===== src/rtl/gpu_pkg.sv =====
// Shared definitions for the bresenham line blocks: coordinate/error widths,
// rasterizer state encoding and a small absolute-difference helper.
package gpu_pkg;

    localparam int COORD_W = 8;
    // Error term needs two extra bits: one for sign, one for dx+dy headroom.
    localparam int ERR_W   = COORD_W + 2;

    typedef logic [COORD_W-1:0]       coord_t;
    typedef logic signed [ERR_W-1:0]  err_t;

    typedef enum logic [2:0] {
        ST_IDLE  = 3'd0,
        ST_LOAD  = 3'd1,
        ST_STEP  = 3'd2,
        ST_DONE  = 3'd3,
        ST_REARM = 3'd4
    } ras_state_t;

    function automatic coord_t abs_diff(input coord_t a, input coord_t b);
        return (a >= b) ? coord_t'(a - b) : coord_t'(b - a);
    endfunction

endpackage


===== src/rtl/bresenham_step.sv =====
// Combinational next-point computation for one bresenham step: derives e2
// from the current error and applies the x and y updates in the same cycle.
module bresenham_step
    import gpu_pkg::*;
(
    input  err_t        err_i,
    input  coord_t      dx_i,
    input  coord_t      dy_i,
    input  logic        sx_neg_i,
    input  logic        sy_neg_i,
    input  coord_t      cur_x_i,
    input  coord_t      cur_y_i,
    input  coord_t      end_x_i,
    input  coord_t      end_y_i,
    output err_t        err_o,
    output coord_t      x_o,
    output coord_t      y_o
);

    localparam int E2_W  = ERR_W + 1;
    localparam int PAD_W = E2_W - COORD_W;

    logic signed [E2_W-1:0] e2;
    logic signed [E2_W-1:0] dx_s;
    logic signed [E2_W-1:0] dy_s;
    logic signed [E2_W-1:0] err_acc;
    logic                   step_x;
    logic                   step_y;

    always_comb begin
        e2      = $signed({err_i, 1'b0});
        dx_s    = $signed({{PAD_W{1'b0}}, dx_i});
        dy_s    = $signed({{PAD_W{1'b0}}, dy_i});
        // The endpoint guards keep a coordinate from ever moving past its
        // end value, so the walk cannot wrap at the edges of the range.
        step_x  = (e2 >= -dy_s) && (cur_x_i != end_x_i);
        step_y  = (e2 <= dx_s)  && (cur_y_i != end_y_i);

        err_acc = $signed({err_i[ERR_W-1], err_i});
        if (step_x) begin
            err_acc = err_acc - dy_s;
        end
        if (step_y) begin
            err_acc = err_acc + dx_s;
        end
        err_o = err_acc[ERR_W-1:0];

        x_o = cur_x_i;
        if (step_x) begin
            x_o = sx_neg_i ? coord_t'(cur_x_i - 1'b1) : coord_t'(cur_x_i + 1'b1);
        end
        y_o = cur_y_i;
        if (step_y) begin
            y_o = sy_neg_i ? coord_t'(cur_y_i - 1'b1) : coord_t'(cur_y_i + 1'b1);
        end
    end

endmodule


===== src/rtl/line_rasterizer.sv =====
// Bresenham line rasterizer: latches a line request, then emits one pixel per
// accepted valid/ready handshake from start to end point inclusive.
//
//   state    | meaning
//   ---------+-----------------------------------------------------------
//   IDLE     | waiting for draw_en; endpoints latched on the start edge
//   LOAD     | derive dx, dy, step directions and initial error
//   STEP     | present current pixel; advance on accept
//   DONE     | one-cycle draw_done pulse
//   REARM    | wait for draw_en to drop before allowing another line
module line_rasterizer
    import gpu_pkg::*;
(
    input  logic               clk,
    input  logic               n_rst,
    input  logic               draw_en,
    input  logic [COORD_W-1:0] x0,
    input  logic [COORD_W-1:0] y0,
    input  logic [COORD_W-1:0] x1,
    input  logic [COORD_W-1:0] y1,
    output logic [COORD_W-1:0] pixel_x,
    output logic [COORD_W-1:0] pixel_y,
    output logic               pixel_valid,
    input  logic               pixel_ready,
    output logic               draw_done,
    output logic               busy
);

    ras_state_t state_q, state_d;

    coord_t start_x_q, start_x_d;
    coord_t start_y_q, start_y_d;
    coord_t end_x_q,   end_x_d;
    coord_t end_y_q,   end_y_d;
    coord_t dx_q,      dx_d;
    coord_t dy_q,      dy_d;
    logic   sx_neg_q,  sx_neg_d;
    logic   sy_neg_q,  sy_neg_d;
    err_t   err_q,     err_d;
    coord_t cur_x_q,   cur_x_d;
    coord_t cur_y_q,   cur_y_d;

    err_t   step_err;
    coord_t step_x;
    coord_t step_y;

    logic   latch_en;
    logic   load_en;
    logic   accept;
    logic   at_end;

    assign at_end = (cur_x_q == end_x_q) && (cur_y_q == end_y_q);

    bresenham_step u_step (
        .err_i    (err_q),
        .dx_i     (dx_q),
        .dy_i     (dy_q),
        .sx_neg_i (sx_neg_q),
        .sy_neg_i (sy_neg_q),
        .cur_x_i  (cur_x_q),
        .cur_y_i  (cur_y_q),
        .end_x_i  (end_x_q),
        .end_y_i  (end_y_q),
        .err_o    (step_err),
        .x_o      (step_x),
        .y_o      (step_y)
    );

    always_ff @(posedge clk or negedge n_rst) begin
        if (!n_rst) begin
            state_q <= ST_IDLE;
        end else begin
            state_q <= state_d;
        end
    end

    always_comb begin
        state_d = state_q;
        case (state_q)
            ST_IDLE:  if (draw_en) state_d = ST_LOAD;
            ST_LOAD:  state_d = ST_STEP;
            ST_STEP:  if (pixel_ready && at_end) state_d = ST_DONE;
            ST_DONE:  state_d = ST_REARM;
            ST_REARM: if (!draw_en) state_d = ST_IDLE;
            default:  state_d = ST_IDLE;
        endcase
    end

    always_comb begin
        pixel_valid = (state_q == ST_STEP);
        draw_done   = (state_q == ST_DONE);
        busy        = (state_q != ST_IDLE);
        latch_en    = (state_q == ST_IDLE) && draw_en;
        load_en     = (state_q == ST_LOAD);
        accept      = pixel_valid && pixel_ready;
        // Coordinates are forced to zero whenever no pixel is offered.
        pixel_x     = pixel_valid ? cur_x_q : '0;
        pixel_y     = pixel_valid ? cur_y_q : '0;
    end

    always_comb begin
        start_x_d = start_x_q;
        start_y_d = start_y_q;
        end_x_d   = end_x_q;
        end_y_d   = end_y_q;
        dx_d      = dx_q;
        dy_d      = dy_q;
        sx_neg_d  = sx_neg_q;
        sy_neg_d  = sy_neg_q;
        err_d     = err_q;
        cur_x_d   = cur_x_q;
        cur_y_d   = cur_y_q;

        if (latch_en) begin
            start_x_d = x0;
            start_y_d = y0;
            end_x_d   = x1;
            end_y_d   = y1;
        end

        if (load_en) begin
            dx_d     = abs_diff(end_x_q, start_x_q);
            dy_d     = abs_diff(end_y_q, start_y_q);
            sx_neg_d = (end_x_q < start_x_q);
            sy_neg_d = (end_y_q < start_y_q);
            err_d    = err_t'($signed({2'b00, abs_diff(end_x_q, start_x_q)})
                            - $signed({2'b00, abs_diff(end_y_q, start_y_q)}));
            cur_x_d  = start_x_q;
            cur_y_d  = start_y_q;
        end

        if (accept && !at_end) begin
            err_d   = step_err;
            cur_x_d = step_x;
            cur_y_d = step_y;
        end
    end

    always_ff @(posedge clk or negedge n_rst) begin
        if (!n_rst) begin
            start_x_q <= '0;
            start_y_q <= '0;
            end_x_q   <= '0;
            end_y_q   <= '0;
            dx_q      <= '0;
            dy_q      <= '0;
            sx_neg_q  <= 1'b0;
            sy_neg_q  <= 1'b0;
            err_q     <= '0;
            cur_x_q   <= '0;
            cur_y_q   <= '0;
        end else begin
            start_x_q <= start_x_d;
            start_y_q <= start_y_d;
            end_x_q   <= end_x_d;
            end_y_q   <= end_y_d;
            dx_q      <= dx_d;
            dy_q      <= dy_d;
            sx_neg_q  <= sx_neg_d;
            sy_neg_q  <= sy_neg_d;
            err_q     <= err_d;
            cur_x_q   <= cur_x_d;
            cur_y_q   <= cur_y_d;
        end
    end

endmodule


===== config.mk =====
export PLATFORM = sky130hd
export DESIGN_NAME = line_rasterizer
export DESIGN_NICKNAME = d
export VERILOG_FILES = /design/src/rtl/gpu_pkg.sv /design/src/rtl/bresenham_step.sv /design/src/rtl/line_rasterizer.sv
export SDC_FILE = /design/constraint.sdc
export NUM_CORES = 1
export LEC_CHECK = 0
export CORE_MARGIN = 3
export CORE_UTILIZATION = 55
export CTS_BUF_LIST = sky130_fd_sc_hd__clkbuf_8
export DETAILED_ROUTE_END_ITERATION = 8
export DONT_BUFFER_PORTS = 1
export PLACE_DENSITY = 0.73
export SYNTH_ARGS = -nofsm -noshare
export SYNTH_HDL_FRONTEND = slang
export SYNTH_SLANG_ARGS = --single-unit

===== constraint.sdc =====
create_clock -name clk -period 4.3 [get_ports clk]
set_input_delay 0.215 -clock clk [delete_from_list [all_inputs] [get_ports clk]]
set_output_delay 0.215 -clock clk [all_outputs]
set_load 0.01 [all_outputs]

After elaboration in Yosys (flattened, before gate mapping)
Index checks and enable logic that the tools add are counted.

storage, ports and cells
  register bits after elaboration = 79
  input bits = 36
  word-level logic and storage cells = 77

cells by class
  add/subtract/negate cells = 12
  $lt $le $gt $ge = 6
  equal/unequal tests = 13
  muxes and demuxes = 20
  reductions and logical operators = 14

operators by type and width
  kind                 count
  $mux 8               12
  $mux 10              4
  $sub 8x8->8          4
  $add 8x1->8 const B  2
  $eq 8x8->1           2
  $ge 8x8->1           2
  $lt 8x8->1           2
  $ne 8x8->1           2
  $sub 8x1->8 const B  2
  $pmux 3 s5           1
  $ge 11x11->1         1
  $le 11x9->1          1
  $neg 8->11           1
  $add 10x9->10        1
  $sub 10x9->10        1
  $mux 3               3
  $sub 8x8->9          1
  $logic_and 1x1->1    7
  $eq 3x2->1 const B   2
  $ne 2x1->1 const B   3
  $ne 2x2->1 const B   2
  $reduce_and 2->1     2
  $eq 3x1->1 const B   1
  $eq 3x3->1 const B   1
  other kinds (5)      5

Logic depth before layout (Yosys ltp)
  word-level depth = 7
  gate-level depth with buffers = 24
  depth with buffers taken out = 23

By module
A second synthesis with hierarchy kept.

unflattened totals
  cell total of the unflattened synthesis = 833
  area total of the unflattened synthesis = 7039.3 sq um

modules (own cells, without submodules)
  module           times used  cells an instance  area each (sq um)
  line_rasterizer  1           521                4805.9
  bresenham_step   1           312                2233.4

Least setup slack after synthesis
OpenSTA, ideal clock, no wires.

  path kind = register -> register
  start point = register dy_q[0]
  end point = register err_q[9]
  library setup time = 94 ps
  data arrival time = 4160 ps
  data required time = 4206 ps
  setup slack = 46 ps
  cell stages (with the launch flop) = 23
  period minus slack after synthesis = 4254 ps
  cells stage by stage = dfrtp_1 nor3_1 and3_1 nand2_1 nor2_1 xnor2_1 ha_1 nand4_1 a211oi_1 or3_1 o221a_2 buf_2 mux2i_1 inv_1 ha_1 a211o_1 o211ai_1 a21oi_1 o21a_1 o21a_1 o21bai_1 nor4_1 a211oi_1

on the way
  longest elaborated chain between the ends = 7
  elaborated cells on any way between the ends = 8

ends and longest elaborated chain
  what                      line                    RTL
  start: declaration        line_rasterizer.sv:36   coord_t dy_q, dy_d;
  start signal: assignment  line_rasterizer.sv:158  dy_q <= dy_d;
  $neg 8->11                bresenham_step.sv:36    step_x = (e2 >= -dy_s) && (cur_x_i != end_x_i);
  $ge 11x11->1              bresenham_step.sv:36
  $logic_and 1x1->1         bresenham_step.sv:36
  $mux 10 *                 bresenham_step.sv:40    if (step_x) begin
  $add 10x9->10             bresenham_step.sv:44    err_acc = err_acc + dx_s;
  $mux 10 *                 bresenham_step.sv:43    if (step_y) begin
  $mux 10 *                 line_rasterizer.sv:132  if (accept && !at_end) begin
  end signal: assignment    line_rasterizer.sv:161  err_q <= err_d;
  end: declaration          line_rasterizer.sv:39   err_t err_q, err_d;

Mark *: on every way between the ends. The rest lies on a longest branch, timed or not.
A chain may end at the register's enable or synchronous reset.

Worst setup path in the final report
Same ends and word-level chain as after synthesis.

==> flow_results.xml <==
<?xml version="1.0" encoding="UTF-8"?>
<metrics>
  <group name="status">
    <metric name="status" unit="">complete, no violations</metric>
  </group>
  <group name="yosys">
    <metric name="syn_nets" unit="">951</metric>
    <metric name="synth_ff_type" unit="">sky130_fd_sc_hd__dfrtp_1</metric>
    <metric name="synth_top_family_by_area" unit="">compound AO/OA/AOI/OAI gates</metric>
    <metric name="yosys.area_share.xor_xnor" unit="%">6.42</metric>
    <metric name="synth_cell_types" unit="">72</metric>
    <metric name="synthDominantCellAreaShare" unit="%">28.4</metric>
    <metric name="synthesis.yosys.warnings" unit="">0</metric>
    <metric name="synth_area_leader_cell" unit="">sky130_fd_sc_hd__dfrtp_1</metric>
    <metric name="synth-simple-area-share" unit="%">17.3</metric>
    <metric name="ys_top_cells_by_area" unit="">sky130_fd_sc_hd__dfrtp_1 (28%), sky130_fd_sc_hd__ha_1 (15%), sky130_fd_sc_hd__o21ai_0 (6.2%), sky130_fd_sc_hd__nand2_1 (4.9%), sky130_fd_sc_hd__inv_1 (4.1%)</metric>
    <metric name="synth_compound_gate_area_share" unit="%">20.5</metric>
    <metric name="syn_inst_count" unit="">822</metric>
    <metric name="yosys-mux-area-fraction" unit="%">4.26</metric>
    <metric name="netlist_area" unit="mm^2">0.00696</metric>
    <metric name="synth-seq-cells" unit="">79</metric>
    <metric name="synthAdderAreaFrac" unit="%">17.7</metric>
    <metric name="sequential_fraction_of_the_synthesis_area" unit="%">28.4</metric>
    <metric name="postSynthAreaPerCell" unit="um^2">8.47</metric>
    <metric name="asyncSetResetFlopFracSynth" unit="%">100</metric>
    <metric name="synth-edff-count" unit="">0</metric>
  </group>
  <group name="global_route">
    <metric name="grt_first_pass_wirelength" unit="mm">29.1</metric>
    <metric name="grt_pass1_vias" unit="">5918</metric>
    <metric name="grt_overflow" unit="">0</metric>
    <metric name="overall_global_routing_usage" unit="%">25.5</metric>
    <metric name="maximum_number_of_pins_on_one_net_before_global_route_repair" unit="">80</metric>
    <metric name="antenna_found_initial" unit="">0</metric>
  </group>
  <group name="route">
    <metric name="initialDrtViolationCount" unit="">369</metric>
    <metric name="wl_met2" unit="mm">8.62</metric>
    <metric name="wl" unit="mm">18.0</metric>
    <metric name="antenna_violating_nets_post_route" unit="">0</metric>
    <metric name="met1_length" unit="mm">8.34</metric>
    <metric name="detail_route.first_pass.iterations" unit="">5</metric>
    <metric name="dr_wl_met3" unit="um">832</metric>
    <metric name="vias" unit="">6220</metric>
    <metric name="post-route-drc-count" unit="">0</metric>
    <metric name="detail_route.wl_per_cell" unit="um">17.4</metric>
    <metric name="top_layer_used" unit="">met4</metric>
    <metric name="detail_route.vias_per_cell" unit="">5.99</metric>
  </group>
  <group name="worst_setup_path">
    <metric name="worst-path-max-fanout" unit="">5</metric>
    <metric name="worst-setup-path-type" unit="">flip-flop to flip-flop</metric>
    <metric name="crit_path_end_kind" unit="">flip-flop</metric>
    <metric name="critPathLaunchType" unit="">flip-flop</metric>
    <metric name="cp_cell_sequence" unit="">buf_6, inv_4, ha_4, nand4_1, xnor2_1, ha_1, nand4_1, a211oi_2, or3_1, o221a_4, mux2i_4, inv_2, ha_4, a211o_1, o211ai_1, a21oi_1, o21a_1, o21a_1, o21bai_1, nor4_1, a211oi_1</metric>
    <metric name="max_stage_delay" unit="ns">0.40</metric>
    <metric name="worst_ep_required_time" unit="ns">4.59</metric>
    <metric name="worstPathArrival" unit="ns">4.53</metric>
    <metric name="cp_slowest_cell" unit="">sky130_fd_sc_hd__dfrtp_1</metric>
  </group>
  <group name="placed_design">
    <metric name="post-place-cells" unit="">979</metric>
    <metric name="detailedPlacementHpwl" unit="mm">13.0</metric>
    <metric name="global_placer_s_final_weighted_congestion" unit="">0.932</metric>
    <metric name="placement.cell_area" unit="mm^2">0.00719</metric>
    <metric name="io_buffer_count" unit="">0</metric>
  </group>
  <group name="clock_tree">
    <metric name="clk_latency" unit="ns">0.37</metric>
    <metric name="cts.clk_slew.worst_paths" unit="ns">0.09</metric>
    <metric name="tritoncts" unit="">yes</metric>
    <metric name="cts_buffer_depth" unit="">2</metric>
    <metric name="cts-buffers-inserted" unit="">9</metric>
    <metric name="htree_levels" unit="">3</metric>
    <metric name="clkSinkCount" unit="">79</metric>
    <metric name="root_buffer" unit="">sky130_fd_sc_hd__clkbuf_8</metric>
  </group>
  <group name="floorplan">
    <metric name="die_area" unit="mm^2">0.0140</metric>
    <metric name="die_w" unit="um">119</metric>
    <metric name="effective_utilization_at_floorplan" unit="%">57.0</metric>
    <metric name="ios" unit="">55</metric>
    <metric name="core_area" unit="mm^2">0.0122</metric>
    <metric name="std_cell_rows" unit="">40</metric>
    <metric name="fp.dieH" unit="um">119</metric>
  </group>
  <group name="sta">
    <metric name="final-hold-violation-count" unit="">0</metric>
    <metric name="finalSetupViolCount" unit="">0</metric>
    <metric name="worst_slew_pin_slew" unit="ns">0.877</metric>
    <metric name="finalCritPeriodShare" unit="%">98.7</metric>
    <metric name="maximum_operating_frequency" unit="MHz">236</metric>
    <metric name="grt_setup_unrepaired" unit="">true</metric>
    <metric name="fin_skew" unit="ns">0.0172</metric>
    <metric name="max-slew-margin-rel" unit="%">41.5</metric>
    <metric name="fin_worst_hold_slack" unit="ns">0.0803</metric>
    <metric name="total_count_of_max_transition_violations_in_the_final_report" unit="">0</metric>
    <metric name="finalCriticalPeriod" unit="ns">4.24</metric>
  </group>
  <group name="finish">
    <metric name="drive_above_1_share" unit="%">10.7</metric>
    <metric name="final_nets" unit="">994</metric>
    <metric name="fillerInstances" unit="">1002</metric>
    <metric name="layoutNonFillerInstCount" unit="">1039</metric>
    <metric name="finalInstanceArea" unit="mm^2">0.00806</metric>
    <metric name="layout-area-overhead-vs-synth" unit="%">15.7</metric>
  </group>
  <group name="worst_hold_path">
    <metric name="holdCritPathClass" unit="">primary input to flip-flop</metric>
  </group>
  <group name="run">
    <metric name="timing.max_cap.violations" unit="">0</metric>
  </group>
</metrics>
## flip-flops by register name, indices dropped and copies added (netlist names)
register,cells
cur_x_q,8
cur_y_q,8
dx_q,8
dy_q,8
end_x_q,8
end_y_q,8
err_q,10
start_x_q,8
start_y_q,8
state_q,3
sx_neg_q,1
sy_neg_q,1
## Yosys cell counts (all sizes together), types with 3 or more instances
master / n
xnor2: 21
mux2: 15
mux2i: 12
clkbuf: 21
fa: 9
and2: 19
nand2: 90
inv: 76
o221ai: 3
a21boi: 8
nand4: 6
nand2b: 8
or3: 5
a31oi: 5
o21a: 9
nor3b: 3
a211oi: 9
nand3: 9
nor3: 14
a21oi: 46
or2: 3
xor2: 30
a221oi: 4
nand3b: 3
o211ai: 4
buf: 4
ha: 84
o21bai: 3
nor2: 54
o31a: 6
and3: 4
nor2b: 15
nor4: 6
o21ai: 88
o31ai: 5
dfrtp: 79
a21o: 12
## cells in the final DEF, fill, tap and decap left out, drive strengths merged, types with 6 or more instances in the layout
| cell | n |
|---|---|
| a211oi | 9 |
| a21boi | 8 |
| a21o | 12 |
| a21oi | 46 |
| and2 | 19 |
| buf | 23 |
| clkbuf | 13 |
| dfrtp | 79 |
| dlygate4sd3 | 34 |
| fa | 9 |
| ha | 84 |
| inv | 77 |
| mux2 | 15 |
| mux2i | 12 |
| nand2 | 90 |
| nand2b | 8 |
| nand3 | 9 |
| nand4 | 6 |
| nor2 | 54 |
| nor2b | 15 |
| nor3 | 14 |
| nor4 | 6 |
| o21a | 9 |
| o21ai | 88 |
| o31a | 6 |
| xnor2 | 21 |
| xor2 | 30 |
## layout make-up
| type | instances | area [um^2] | area share (%) |
|---|---|---|---|
| Inverter | 76 | 288 | 3.57 |
| Sequential cell | 79 | 1980 | 24.5 |
| Clock inverter | 3 | 63.8 | 0.792 |
| Multi-Input combinational cell | 642 | 4790 | 59.5 |
| Clock buffer | 13 | 179 | 2.22 |
| Antenna cell | 1 | 2.50 | 0.0311 |
| Timing Repair Buffer | 57 | 541 | 6.71 |
| Tap cell | 168 | 210 | 2.61 |
## logic make-up (layout without fill, tap and decap cells)
group           after synthesis  count (layout)
compound gates              225             225
fa+ha+maj                    93              93
xor+xnor                     51              51
other cells                   0               1
simple gates                246             246
buf+inv                     101             149
mux                          27              27
flops                        79              79
## metal layers
metal | global-route usage [%] | vias up
li1 | - | 2954
met1 | 34.2 | 3069
met2 | 42.7 | 171
met3 | 4.02 | 26
met4 | 7.24 | 0
met5 | 0 | -
## repair_timing
item,4_1_cts,5_1_grt
endpoints found under the setup margin,2,7
endpoints found under the hold margin,112,0
pin swaps,5,26
hold buffers,35,0
resized for setup,10,34
buffers inserted,1,7
## metrics by stage
step | worst slack (ns) | utilization [%] | setup TNS, ns
after global placement | 0.104 | 58.9 | 0
after detailed placement | -0.0949 | 58.9 | -0.0949
after floorplan | 0.0463 | - | 0
after CTS | 0.00177 | 64.2 | 0
after global routing | -0.177 | 65.9 | -0.339
final | 0.0560 | 66.0 | 0
## critical path: cells and delay by family (launching register included)
| family | cells | cell delay (ns) |
|---|---|---|
| AO/OA/AOI/OAI | 9 | 1.83 |
| adder cells (fa/ha/maj) | 3 | 0.65 |
| AND/OR/NAND/NOR | 4 | 0.56 |
| flip-flops | 1 | 0.40 |
| multiplexers | 1 | 0.26 |
| buffers and inverters | 3 | 0.25 |
| XOR/XNOR | 1 | 0.22 |
## worst paths after layout
| check | start | end | slack, ns | cells past startpoint |
|---|---|---|---|---|
| max | dy_q[0] | err_q[9] | 0.06 | 21 |
| min | draw_en | state_q[2] | 0.08 | 2 |
| max reg2reg | dy_q[0] | err_q[9] | 0.06 | 21 |
| min reg2reg | dy_q[5] | dy_q[5] | 0.50 | 2 |
| max in group asynchronous | n_rst | end_x_q[4] | 3.57 | 2 |
| min in group asynchronous | n_rst | dx_q[3] | 0.39 | 2 |
Power is not shown: default switching activity piles up to over one toggle a cycle in this logic, so the estimate is an artifact.
